===== src/rtl/ctrl_pkg.sv =====
`default_nettype none
// ============================================================================
// Module      : ctrl_pkg
// Description : Shared types and opcode constants for the control sequencer.
// Revision    : 1.0 - initial release
// ============================================================================
package ctrl_pkg;

    typedef enum logic [2:0] {
        ST_IDLE   = 3'd0,
        ST_FETCH  = 3'd1,
        ST_DECODE = 3'd2,
        ST_EXEC   = 3'd3,
        ST_MEM    = 3'd4,
        ST_WB     = 3'd5,
        ST_ERROR  = 3'd7
    } ctrl_state_e;

    localparam int unsigned OP_LOAD      = 0;
    localparam int unsigned OP_STORE     = 1;
    localparam int unsigned OP_ALU_FIRST = 2;
    localparam int unsigned OP_ALU_LAST  = 11;
    localparam int unsigned OP_CMP       = 12;

    typedef struct packed {
        logic mem_read;
        logic mem_write;
        logic wb_sel;
        logic is_alu_op;
        logic is_load_store;
        logic writes_reg;
    } ctrl_flags_t;

    localparam ctrl_flags_t C_FLAGS_NONE = '0;

endpackage
`default_nettype wire


===== src/rtl/ctrl_sequencer_if.sv =====
`default_nettype none
// ============================================================================
// Module      : ctrl_sequencer_if
// Description : Handshake, decode and status bundle of the control sequencer.
// Revision    : 1.0 - initial release
// ============================================================================
interface ctrl_sequencer_if #(
    parameter int OPCODE_W = 4
) ();
    logic                run;
    logic                inst_req;
    logic                inst_ack;
    logic [OPCODE_W-1:0] opcode;
    logic                mem_req;
    logic                mem_ack;
    logic                mem_read;
    logic                mem_write;
    logic                is_alu_op;
    logic                is_load_store;
    logic                wb_sel;
    logic                alu_en;
    logic                reg_write;
    logic                retire;
    logic                busy;
    logic                err_timeout;
    logic                err_illegal;
    logic [2:0]          state_o;

    // master = the sequencer, which issues the memory requests
    modport master (
        input  run, inst_ack, opcode, mem_ack,
        output inst_req, mem_req, mem_read, mem_write, is_alu_op, is_load_store,
               wb_sel, alu_en, reg_write, retire, busy, err_timeout, err_illegal,
               state_o
    );

    modport slave (
        output run, inst_ack, opcode, mem_ack,
        input  inst_req, mem_req, mem_read, mem_write, is_alu_op, is_load_store,
               wb_sel, alu_en, reg_write, retire, busy, err_timeout, err_illegal,
               state_o
    );
endinterface
`default_nettype wire


===== src/rtl/ctrl_opcode_decode.sv =====
`default_nettype none
// ============================================================================
// Module      : ctrl_opcode_decode
// Description : Combinational opcode to control-flag decode with illegal bit.
// Revision    : 1.0 - initial release
// ============================================================================
module ctrl_opcode_decode
    import ctrl_pkg::*;
#(
    parameter int OPCODE_W = 4
) (
    input  wire logic [OPCODE_W-1:0] opcode_i,
    output ctrl_flags_t              flags_o,
    output logic                     illegal_o
);

    logic [31:0] w_op;
    assign w_op = 32'(opcode_i);

    always_comb begin
        flags_o   = C_FLAGS_NONE;
        illegal_o = 1'b0;
        if (w_op == OP_LOAD) begin
            flags_o.is_load_store = 1'b1;
            flags_o.mem_read      = 1'b1;
            flags_o.wb_sel        = 1'b1;
            flags_o.writes_reg    = 1'b1;
        end else if (w_op == OP_STORE) begin
            flags_o.is_load_store = 1'b1;
            flags_o.mem_write     = 1'b1;
        end else if ((w_op >= OP_ALU_FIRST) && (w_op <= OP_ALU_LAST)) begin
            flags_o.is_alu_op  = 1'b1;
            flags_o.writes_reg = 1'b1;
        end else if (w_op == OP_CMP) begin
            flags_o.is_alu_op = 1'b1;
        end else begin
            illegal_o = 1'b1;
        end
    end

endmodule
`default_nettype wire


===== src/rtl/ctrl_sequencer.sv =====
`default_nettype none
// ============================================================================
// Module      : ctrl_sequencer
// Description : Multi-cycle FETCH/DECODE/EXEC/MEM/WB control sequencer with
//               ack watchdog. Define CTRL_ILLEGAL_TRAP_EN to trap illegal
//               opcodes into ERROR instead of executing them as NOPs.
// Revision    : 1.0 - initial release
// ============================================================================
module ctrl_sequencer
    import ctrl_pkg::*;
#(
    parameter int OPCODE_W    = 4,
    parameter int TIMEOUT_CYC = 16
) (
    input  wire logic         clk,
    input  wire logic         rst_n,
    ctrl_sequencer_if.master  bus
);

    localparam int              CNT_W     = $clog2(TIMEOUT_CYC + 1);
    localparam logic [CNT_W-1:0] C_TIMEOUT = CNT_W'(TIMEOUT_CYC);

    ctrl_state_e         state_q, state_d;
    logic [OPCODE_W-1:0] opcode_q, opcode_d;
    ctrl_flags_t         flags_q, flags_d;
    logic [CNT_W-1:0]    wait_q, wait_d;
    logic                err_timeout_q, err_timeout_d;
    logic                err_illegal_q, err_illegal_d;

    ctrl_flags_t         w_dec_flags;
    logic                w_dec_illegal;
    logic [CNT_W-1:0]    w_wait_inc;

    ctrl_opcode_decode #(.OPCODE_W(OPCODE_W)) u_decode (
        .opcode_i  (opcode_q),
        .flags_o   (w_dec_flags),
        .illegal_o (w_dec_illegal)
    );

    assign w_wait_inc = wait_q + 1'b1;

    always_comb begin
        state_d       = state_q;
        opcode_d      = opcode_q;
        flags_d       = flags_q;
        wait_d        = wait_q;
        err_timeout_d = err_timeout_q;
        err_illegal_d = err_illegal_q;
        case (state_q)
            ST_IDLE: begin
                if (bus.run) state_d = ST_FETCH;
            end
            ST_FETCH: begin
                if (bus.inst_ack) begin
                    opcode_d = bus.opcode;
                    state_d  = ST_DECODE;
                end else begin
                    wait_d = w_wait_inc;
                    if (w_wait_inc == C_TIMEOUT) begin
                        state_d       = ST_ERROR;
                        err_timeout_d = 1'b1;
                    end
                end
            end
            ST_DECODE: begin
                state_d = ST_EXEC;
`ifdef CTRL_ILLEGAL_TRAP_EN
                flags_d = w_dec_flags;
                if (w_dec_illegal) begin
                    state_d       = ST_ERROR;
                    err_illegal_d = 1'b1;
                end
`else
                // An illegal opcode carries no class flags and so runs as a NOP
                flags_d = w_dec_illegal ? C_FLAGS_NONE : w_dec_flags;
`endif
            end
            ST_EXEC: begin
                state_d = flags_q.is_load_store ? ST_MEM : ST_WB;
            end
            ST_MEM: begin
                if (bus.mem_ack) begin
                    state_d = ST_WB;
                end else begin
                    wait_d = w_wait_inc;
                    if (w_wait_inc == C_TIMEOUT) begin
                        state_d       = ST_ERROR;
                        err_timeout_d = 1'b1;
                    end
                end
            end
            ST_WB: begin
                state_d = bus.run ? ST_FETCH : ST_IDLE;
            end
            ST_ERROR: begin
                state_d = ST_ERROR;
            end
            default: begin
                state_d = ST_IDLE;
            end
        endcase

        if ((state_d != state_q) && ((state_d == ST_FETCH) || (state_d == ST_MEM)))
            wait_d = '0;
        if ((state_d == ST_IDLE) || (state_d == ST_FETCH) || (state_d == ST_ERROR))
            flags_d = C_FLAGS_NONE;
    end

    always_ff @(posedge clk) begin
        if (!rst_n) begin
            state_q       <= ST_IDLE;
            opcode_q      <= '0;
            flags_q       <= C_FLAGS_NONE;
            wait_q        <= '0;
            err_timeout_q <= 1'b0;
            err_illegal_q <= 1'b0;
        end else begin
            state_q       <= state_d;
            opcode_q      <= opcode_d;
            flags_q       <= flags_d;
            wait_q        <= wait_d;
            err_timeout_q <= err_timeout_d;
            err_illegal_q <= err_illegal_d;
        end
    end

    assign bus.inst_req      = (state_q == ST_FETCH);
    assign bus.mem_req       = (state_q == ST_MEM);
    assign bus.mem_read      = (state_q == ST_MEM) && flags_q.mem_read;
    assign bus.mem_write     = (state_q == ST_MEM) && flags_q.mem_write;
    assign bus.is_alu_op     = flags_q.is_alu_op;
    assign bus.is_load_store = flags_q.is_load_store;
    assign bus.wb_sel        = flags_q.wb_sel;
    assign bus.alu_en        = (state_q == ST_EXEC) && flags_q.is_alu_op;
    assign bus.reg_write     = (state_q == ST_WB) && flags_q.writes_reg;
    assign bus.retire        = (state_q == ST_WB);
    assign bus.busy          = (state_q != ST_IDLE) && (state_q != ST_ERROR);
    assign bus.err_timeout   = err_timeout_q;
    assign bus.err_illegal   = err_illegal_q;
    assign bus.state_o       = state_q;

endmodule
`default_nettype wire


===== src/flat_wrapper.sv =====
// flat-port wrapper written by rule: the top's interface ports become plain ports
module ctrl_sequencer_flat import ctrl_pkg::*;
#(
    parameter int OPCODE_W    = 4,
    parameter int TIMEOUT_CYC = 16
)
  (clk, rst_n, bus_run, bus_inst_ack, bus_opcode, bus_mem_ack, bus_inst_req, bus_mem_req, bus_mem_read, bus_mem_write, bus_is_alu_op, bus_is_load_store, bus_wb_sel, bus_alu_en, bus_reg_write, bus_retire, bus_busy, bus_err_timeout, bus_err_illegal, bus_state_o);
  ctrl_sequencer_if #(.OPCODE_W(OPCODE_W)) bus_i ();
  input  wire logic clk;
  input  wire logic rst_n;
  input wire logic [$bits(bus_i.run)-1:0] bus_run;
  input wire logic [$bits(bus_i.inst_ack)-1:0] bus_inst_ack;
  input wire logic [$bits(bus_i.opcode)-1:0] bus_opcode;
  input wire logic [$bits(bus_i.mem_ack)-1:0] bus_mem_ack;
  output wire logic [$bits(bus_i.inst_req)-1:0] bus_inst_req;
  output wire logic [$bits(bus_i.mem_req)-1:0] bus_mem_req;
  output wire logic [$bits(bus_i.mem_read)-1:0] bus_mem_read;
  output wire logic [$bits(bus_i.mem_write)-1:0] bus_mem_write;
  output wire logic [$bits(bus_i.is_alu_op)-1:0] bus_is_alu_op;
  output wire logic [$bits(bus_i.is_load_store)-1:0] bus_is_load_store;
  output wire logic [$bits(bus_i.wb_sel)-1:0] bus_wb_sel;
  output wire logic [$bits(bus_i.alu_en)-1:0] bus_alu_en;
  output wire logic [$bits(bus_i.reg_write)-1:0] bus_reg_write;
  output wire logic [$bits(bus_i.retire)-1:0] bus_retire;
  output wire logic [$bits(bus_i.busy)-1:0] bus_busy;
  output wire logic [$bits(bus_i.err_timeout)-1:0] bus_err_timeout;
  output wire logic [$bits(bus_i.err_illegal)-1:0] bus_err_illegal;
  output wire logic [$bits(bus_i.state_o)-1:0] bus_state_o;
  assign bus_i.run = bus_run;
  assign bus_i.inst_ack = bus_inst_ack;
  assign bus_i.opcode = bus_opcode;
  assign bus_i.mem_ack = bus_mem_ack;
  assign bus_inst_req = bus_i.inst_req;
  assign bus_mem_req = bus_i.mem_req;
  assign bus_mem_read = bus_i.mem_read;
  assign bus_mem_write = bus_i.mem_write;
  assign bus_is_alu_op = bus_i.is_alu_op;
  assign bus_is_load_store = bus_i.is_load_store;
  assign bus_wb_sel = bus_i.wb_sel;
  assign bus_alu_en = bus_i.alu_en;
  assign bus_reg_write = bus_i.reg_write;
  assign bus_retire = bus_i.retire;
  assign bus_busy = bus_i.busy;
  assign bus_err_timeout = bus_i.err_timeout;
  assign bus_err_illegal = bus_i.err_illegal;
  assign bus_state_o = bus_i.state_o;
  ctrl_sequencer #(.OPCODE_W(OPCODE_W), .TIMEOUT_CYC(TIMEOUT_CYC)) u_core (.clk(clk), .rst_n(rst_n), .bus(bus_i));
endmodule

===== config.mk =====
export PLATFORM = sky130hd
export DESIGN_NAME = ctrl_sequencer_flat
export DESIGN_NICKNAME = d
export VERILOG_FILES = /design/src/rtl/ctrl_pkg.sv /design/src/rtl/ctrl_sequencer_if.sv /design/src/rtl/ctrl_opcode_decode.sv /design/src/rtl/ctrl_sequencer.sv /design/src/flat_wrapper.sv
export SDC_FILE = /design/constraint.sdc
export NUM_CORES = 1
export LEC_CHECK = 0
export CAP_MARGIN = 40
export CORE_ASPECT_RATIO = 0.8
export CORE_UTILIZATION = 54
export DETAILED_ROUTE_END_ITERATION = 8
export HOLD_SLACK_MARGIN = 0.08
export PLACE_DENSITY_LB_ADDON = 0.12
export SYNTH_ARGS = -nofsm -noshare
export SYNTH_HDL_FRONTEND = slang
export SYNTH_SLANG_ARGS = --single-unit

===== constraint.sdc =====
create_clock -name clk -period 2.5 [get_ports clk]
set_input_delay 0.375 -clock clk [delete_from_list [all_inputs] [get_ports clk]]
set_output_delay 0.375 -clock clk [all_outputs]
set_load 0.005 [all_outputs]

After elaboration in Yosys (flattened, before gate mapping)
Index checks and enable logic that the tools add are counted.

word-level totals
  output and inout bits = 16
  bits in registers = 19

operators by class
  magnitude comparators = 2
  add/sub/neg operators = 1
  eq/ne operators = 16
  reduce and logical (&&, ||, !) cells = 19
  bitwise gates (word level) = 1
  muxes and demuxes = 29

operator list
  kind                                                                   number
  32-bit zero test                                                       1
  3-bit one-hot mux with 7 select lines                                  1
  1-bit 2-to-1 mux                                                       18
  3-bit equality test, second input constant                             5
  3-bit 2-to-1 mux                                                       4
  5-bit 2-to-1 mux                                                       2
  5-bit one-hot mux with 2 select lines                                  1
  1-bit logical AND                                                      7
  3-bit by 1-bit equality test with 1-bit output, second input constant  2
  3-bit by 2-bit equality test with 1-bit output, second input constant  2
  3-bit zero test                                                        2
  6-bit 2-to-1 mux                                                       1
  5-bit by 1-bit adder with 5-bit output, second input constant          1
  5-bit equality test, second input constant                             1
  4-bit by 1-bit equality test with 1-bit output, second input constant  1
  4-bit equality test, second input constant                             1
  4-bit by 2-bit >= comparator with 1-bit output, second input constant  1
  4-bit less-or-equal comparator, second input constant                  1
  2-bit != test, second input constant                                   2
  2-bit OR reduction                                                     2
  1-bit logical OR                                                       3
  3-bit != test                                                          1
  3-bit != test, second input constant                                   1
  3-bit AND reduction                                                    1
  6 further kinds                                                        6

Longest topological paths before layout
  depth in word-level cells = 9
  mapped depth = 7
  mapped depth without buffers = 6

Hierarchy
A second synthesis with hierarchy kept.

unflattened totals
  cell total of the unflattened synthesis = 144
  area, all modules = 1223.7 sq um

by module, submodules not included
  module              cells each  area each (sq um)  instances
  ctrl_sequencer      137         1166.1             1
  ctrl_opcode_decode  7           57.6               1

Least setup slack after synthesis
Ideal clock, no wire load.

  path type = reg-to-reg
  start point = register u_core.state_q[2] (netlist: u_core.bus.state_o[2])
  end point = register u_core.wait_q[1]
  library setup time = 0.132 ns
  arrival time = 1.485 ns
  path buffers = 1
  setup slack = 0.883 ns
  required time = 2.368 ns
  cell stages (with the launch flop) = 7
  cell sequence = dfxtp_1 > buf_4 > or3b_4 > a21oi_4 > mux2_1 > nand2_1 > a21oi_1

on the way
  longest elaborated chain between the ends = 7
  elaborated cells on any way between the ends = 23
  classes of those cells = 11 x eq/ne; 6 x mux; 6 x reduce/logical

RTL lines
  what                                                                                   RTL line                                    source
  from (decl)                                                                            ctrl_sequencer.sv:23                        ctrl_state_e state_q, state_d;
  from (signal assigned)                                                                 ctrl_sequencer.sv:118                       state_q <= state_d;
  3-bit 2-to-1 mux                                                                       ctrl_sequencer.sv:59, ctrl_sequencer.sv:86
  3-bit 2-to-1 mux, on equally long branches                                             ctrl_sequencer.sv:82, ctrl_sequencer.sv:54
  3-bit one-hot mux with 7 select lines                                                  ctrl_sequencer.sv:49                        case (state_q)
  3-bit by 1-bit equality test with 1-bit output or 3-bit equality test (tied branches)  ctrl_sequencer.sv:103                       if ((state_d != state_q) && ((state_d == ST_FETCH) || (state_d == ST_MEM)))
  1-bit logical OR                                                                       ctrl_sequencer.sv:103
  1-bit logical AND                                                                      ctrl_sequencer.sv:103
  2-bit OR reduction (no line)                                                           n/a
  to (signal assigned)                                                                   ctrl_sequencer.sv:121                       wait_q <= wait_d;
  to (decl)                                                                              ctrl_sequencer.sv:26                        logic [CNT_W-1:0] wait_q, wait_d;

Parallel ways exist; a longest one is shown, timed or not.
A chain may end at the register's enable or synchronous reset.

Worst setup path in the final report
  start point = register u_core.state_q[0] (netlist: u_core.bus.state_o[0])
  end point = output bus_mem_read

on the way
  longest elaborated chain between the ends = 2

RTL lines
  what                 RTL line               source
  3-bit equality test  ctrl_sequencer.sv:129  assign bus.mem_read = (state_q == ST_MEM) && flags_q.mem_read;
  1-bit logical AND    ctrl_sequencer.sv:129
  to (decl)            flat_wrapper.sv:17     output wire logic [$bits(bus_i.mem_read)-1:0] bus_mem_read;

Every way passes these cells.

==> out/qor.log <==
INFO  final_layout   areaGrowthSynthToFinish=22.99%
INFO  clock_network  cts_sinks=18
INFO  grt            pin_count_of_the_biggest_net_entering_global_routing=21
INFO  logic_synthesis postSynthNetCount=155
INFO  sta            timing.final.max_slew_violations=0
INFO  pwr            pwr_density_cell=442.0nW/um^2
INFO  final_layout   seqCellArea=362.8squm
INFO  worst_setup_path critical_path_arrival=1.90ns
INFO  floorplan      floorplan.die.height=43.83microns
INFO  placed_design  detailed_place_hpwl=2050microns
INFO  logic_synthesis netlist_area=1181squm
INFO  logic_synthesis ys_types=41
INFO  placed_design  numPortBuffers=23
INFO  run_status     status=finished, final reports clean
INFO  routing        drt-vias-per-instance=5.932
INFO  routing        detailroute.via_count=1127
INFO  final_layout   finalNetCount=177
INFO  worst_setup_path cp.buffers_inverters=2
INFO  worst_setup_path startpoint_type=flip-flop
INFO  final_layout   area_of_the_multi_input_gates=763.2squm
INFO  routing        initialDrtViolationCount=37
INFO  worst_setup_path endpoint_required_time_on_the_critical_path=2.12ns
INFO  pwr            internal_power=454.9uW
INFO  grt            grt_first_pass_wirelength=4609microns
INFO  sta            setup-violations-final=0
INFO  worst_setup_path critical_path.slowest_cell=sky130_fd_sc_hd__clkdlybuf4s50_1
INFO  clock_network  cts.repair_timing.setup_buffer_count=0
INFO  logic_synthesis synthCells=145
INFO  floorplan      core-area=1962squm
INFO  routing        detail_route.wirelength=2790microns
INFO  logic_synthesis synth.ff_latch_count=18
INFO  hold_path      worst_hold_path.num_cells=2
INFO  logic_synthesis syn_area_per_cell=8.146squm
INFO  pwr            switching_share=29.15%
INFO  clock_network  htree_num_levels=1
INFO  placed_design  finalWeightedCongestion=0.9250
INFO  sta            worst_relative_slew_slack=55.23%
INFO  grt            first_global_vias=993
INFO  sta            period_share=90.91%
INFO  worst_setup_path critPathMaxStageDelay=0.50ns
INFO  worst_setup_path kind_of_end_point_of_the_critical_path=primary output
INFO  sta            layout_min_cycle_time=2.273ns
INFO  grt            grt_antenna_before_repair=0
INFO  pwr            sequential_power_share=49.7%
INFO  clock_network  cts.reportedPaths.clkPinSlew=0.11ns
INFO  logic_synthesis yosysSeqAreaShare=30.51%
INFO  run            max_cap_violations=0
INFO  worst_setup_path crit_type=reg2out
INFO  worst_setup_path critical_path.reg2reg.startpoint=u_core.wait_q[0]$_SDFFE_PP0P_
INFO  logic_synthesis edff_count_synth=0
INFO  clock_network  clock_path_buffers=2
INFO  sta            finalClockSkew=0.009649ns
INFO  routing        drt.antenna.violating_nets=0
INFO  floorplan      num_rows=14
INFO  pwr            clock_share_of_power=28.7%
INFO  grt            globalRouteTotalUtil=26.54%
INFO  clock_network  cts-buffers-inserted=3
INFO  logic_synthesis most_common_cell_in_the_synthesized_netlist=sky130_fd_sc_hd__dfxtp_1
INFO  worst_setup_path timing.rr.end=u_core.wait_q[1]$_SDFFE_PP0P_
INFO  worst_setup_path timing.critical_path.cells=nor2b_1 -> nand2b_1 -> inv_1 -> and2_1 -> clkdlybuf4s50_1
INFO  final_layout   postLayoutCoreUtil=74.04%
INFO  clock_network  clk-insertion-delay-late=0.30ns
INFO  logic_synthesis ys_flop_type=sky130_fd_sc_hd__dfxtp_1
INFO  sta            slew_worst_pin=0.6659ns
INFO  final_layout   antenna-diode-count=0
INFO  grt            globalRoute.totalOverflow=0
INFO  pwr            peakVddDrop=0.4647mV
INFO  logic_synthesis synth_largest_type_area_fraction=30.51%
INFO  sta            hold_violations=0
INFO  sta            tns=0ns
INFO  worst_setup_path crit_path_start=u_core.bus.state_o[0]$_SDFF_PN0_
INFO  final_layout   number_of_filler_cells_placed_in_the_layout=164
INFO  worst_setup_path worstPathMaxFanout=18
INFO  worst_setup_path reg2regPathDepth=5
INFO  worst_setup_path critical_path.top_delay_family=buffers and inverters
INFO  sta            achievable-frequency=440.0MHz
INFO  floorplan      die-area=2380squm
INFO  placed_design  placedInstanceArea=1414squm
INFO  hold_path      min-delay-path-class=reg2reg
INFO  pwr            power.share.combinational=21.6%
INFO  worst_setup_path crit_path_end=bus_mem_read
INFO  sta            rsz0062_at_grt=false
INFO  logic_synthesis async_set_or_reset_register_ratio_after_synthesis=0%
INFO  logic_synthesis synth_top_area_cell=sky130_fd_sc_hd__dfxtp_1
INFO  logic_synthesis synth_top_area_cells=sky130_fd_sc_hd__dfxtp_1 31%, sky130_fd_sc_hd__nor2b_1 5.3%, sky130_fd_sc_hd__mux2i_1 5.1%
INFO  worst_setup_path timing.reg2reg.setup_slack=0.62ns
INFO  logic_synthesis synth.top_cells.by_count=18 x sky130_fd_sc_hd__dfxtp_1, 13 x sky130_fd_sc_hd__nand2_1, 11 x sky130_fd_sc_hd__nor2_1
INFO  worst_setup_path critical_path_depth=5
INFO  floorplan      initial_core_util=60.20%
INFO  routing        route.detailed.wl_per_inst=14.68microns
INFO  routing        post-route-drc-count=0
INFO  floorplan      boundaryPins=25
INFO  final_layout   fin_area=1453squm
INFO  routing        drt_pass1_iterations=4
INFO  final_layout   drive_gt1_share=11.45%
INFO  pwr            power.leakage=0.5421nW
INFO  clock_network  cts_tree=yes
INFO  floorplan      die_width=54.29microns
INFO  pwr            netSwitchingPower=187.1uW
INFO  clock_network  ctsRootBufferMaster=sky130_fd_sc_hd__clkbuf_4
INFO  logic_synthesis yosysWarnings=0
==> cells in the final DEF (no fill, tap or decap), types with 3 or more instances in the layout <==
cell type                         netlist  layout
sky130_fd_sc_hd__clkdlybuf4s50_1        0      23
sky130_fd_sc_hd__dfxtp_1               18      16
sky130_fd_sc_hd__nand2_1               13      13
sky130_fd_sc_hd__nor2_1                11      11
sky130_fd_sc_hd__nor2b_1               10      10
sky130_fd_sc_hd__a21oi_1               10      10
sky130_fd_sc_hd__and2_1                 8       8
sky130_fd_sc_hd__mux2i_1                6       6
sky130_fd_sc_hd__nand2b_1               5       5
sky130_fd_sc_hd__nor3_1                 5       5
sky130_fd_sc_hd__a211oi_1               5       5
sky130_fd_sc_hd__and3_1                 4       4
sky130_fd_sc_hd__o21ai_0                4       4
sky130_fd_sc_hd__nand3_1                4       4
sky130_fd_sc_hd__xor2_1                 4       4
sky130_fd_sc_hd__a211oi_2               3       3
sky130_fd_sc_hd__clkbuf_4               0       3
sky130_fd_sc_hd__buf_4                  3       3
==> worst min-delay path by stage <==
| stage | slack (ns) | endpoint | startpoint |
|---|---|---|---|
| finish | 0.53 | u_core.bus.err_timeout$_SDFFE_PN0P_ | u_core.bus.err_timeout$_SDFFE_PN0P_ |
| global route | 0.58 | u_core.bus.err_timeout$_SDFFE_PN0P_ | u_core.bus.err_timeout$_SDFFE_PN0P_ |
| CTS | 0.54 | u_core.bus.err_timeout$_SDFFE_PN0P_ | u_core.bus.err_timeout$_SDFFE_PN0P_ |
| detailed placement | 0.50 | u_core.bus.err_timeout$_SDFFE_PN0P_ | u_core.bus.err_timeout$_SDFFE_PN0P_ |
| global placement | 0.50 | u_core.bus.err_timeout$_SDFFE_PN0P_ | u_core.bus.err_timeout$_SDFFE_PN0P_ |
| floorplan | 0.48 | u_core.bus.err_timeout$_SDFFE_PN0P_ | u_core.bus.err_timeout$_SDFFE_PN0P_ |
==> cell type report <==
class                   count  area share [%]
clock buffers               4           2.498
flip-flops and latches     18           24.98
multi-input cells         116           52.54
inverters                   2          0.5168
repair buffers             26           17.40
well taps                  24           2.067
==> tightest hold or removal path, cell delays in order (launching register included) <==
cell                      delay [ns]
sky130_fd_sc_hd__dfxtp_1        0.36
sky130_fd_sc_hd__a21oi_1        0.05
sky130_fd_sc_hd__nor2b_1        0.10
==> flip-flops by register name (all words and copies together) (netlist names) <==
| register | cells |
|---|---|
| u_core.bus.is_alu_op | 1 |
| u_core.opcode_q | 4 |
| u_core.wait_q | 5 |
| u_core.bus.is_load_store | 1 |
| u_core.bus.err_timeout | 1 |
| u_core.bus.wb_sel | 1 |
| u_core.flags_q | 2 |
| u_core.bus.state_o | 3 |
==> per-stage QoR <==
step	setup WS (ns)	hold WS, ns	power (mW)	std cells
after floorplan	0.8827	0.4823	0.4080	145
after global placement	0.4344	0.4983	0.4559	186
after detailed placement	0.3635	0.5043	0.4604	186
after CTS	0.09724	0.5378	0.6410	190
after global routing	0.1211	0.5764	0.6699	190
final	0.2271	0.5341	0.6421	190
==> power by group through the flow <==
stage / sequential (mW) / clock (mW) / combinational, mW
after floorplan: 0.311 / 0 / 0.0966
after global placement: 0.323 / 0 / 0.132
after detailed placement: 0.324 / 0 / 0.136
after CTS: 0.318 / 0.186 / 0.138
after global routing: 0.322 / 0.196 / 0.152
final: 0.319 / 0.185 / 0.138
==> metal layers <==
| metal | share of wire (%) | wire [microns] | up-vias | GRT usage (%) |
|---|---|---|---|---|
| met3 | 8.0 | 224 | 4 | 8.772 |
| met2 | 45 | 1249 | 55 | 38.78 |
| met5 | 0 | 0 | - | 0 |
| li1 | - | - | 555 | - |
| met4 | 0.86 | 24 | 0 | 5.128 |
| met1 | 46 | 1292 | 513 | 37.98 |
==> logic make-up (layout without fill, tap and decap cells) <==
logic type | after synthesis | count (layout) | synth area share (%)
compound gates | 38 | 38 | 23.94
xor+xnor | 4 | 4 | 2.966
fa+ha+maj | 1 | 1 | 1.059
buf+inv | 11 | 32 | 4.872
flops | 18 | 18 | 30.51
mux | 8 | 8 | 6.992
other cells | 1 | 1 | 0.3175
simple gates | 64 | 64 | 29.34
==> what timing repair did <==
item / 4_1_cts / 5_1_grt
hold buffers: 0 / 0
resized for setup: 0 / 2
setup endpoints to repair: 0 / 4
Power figures use the tool's default switching activity.
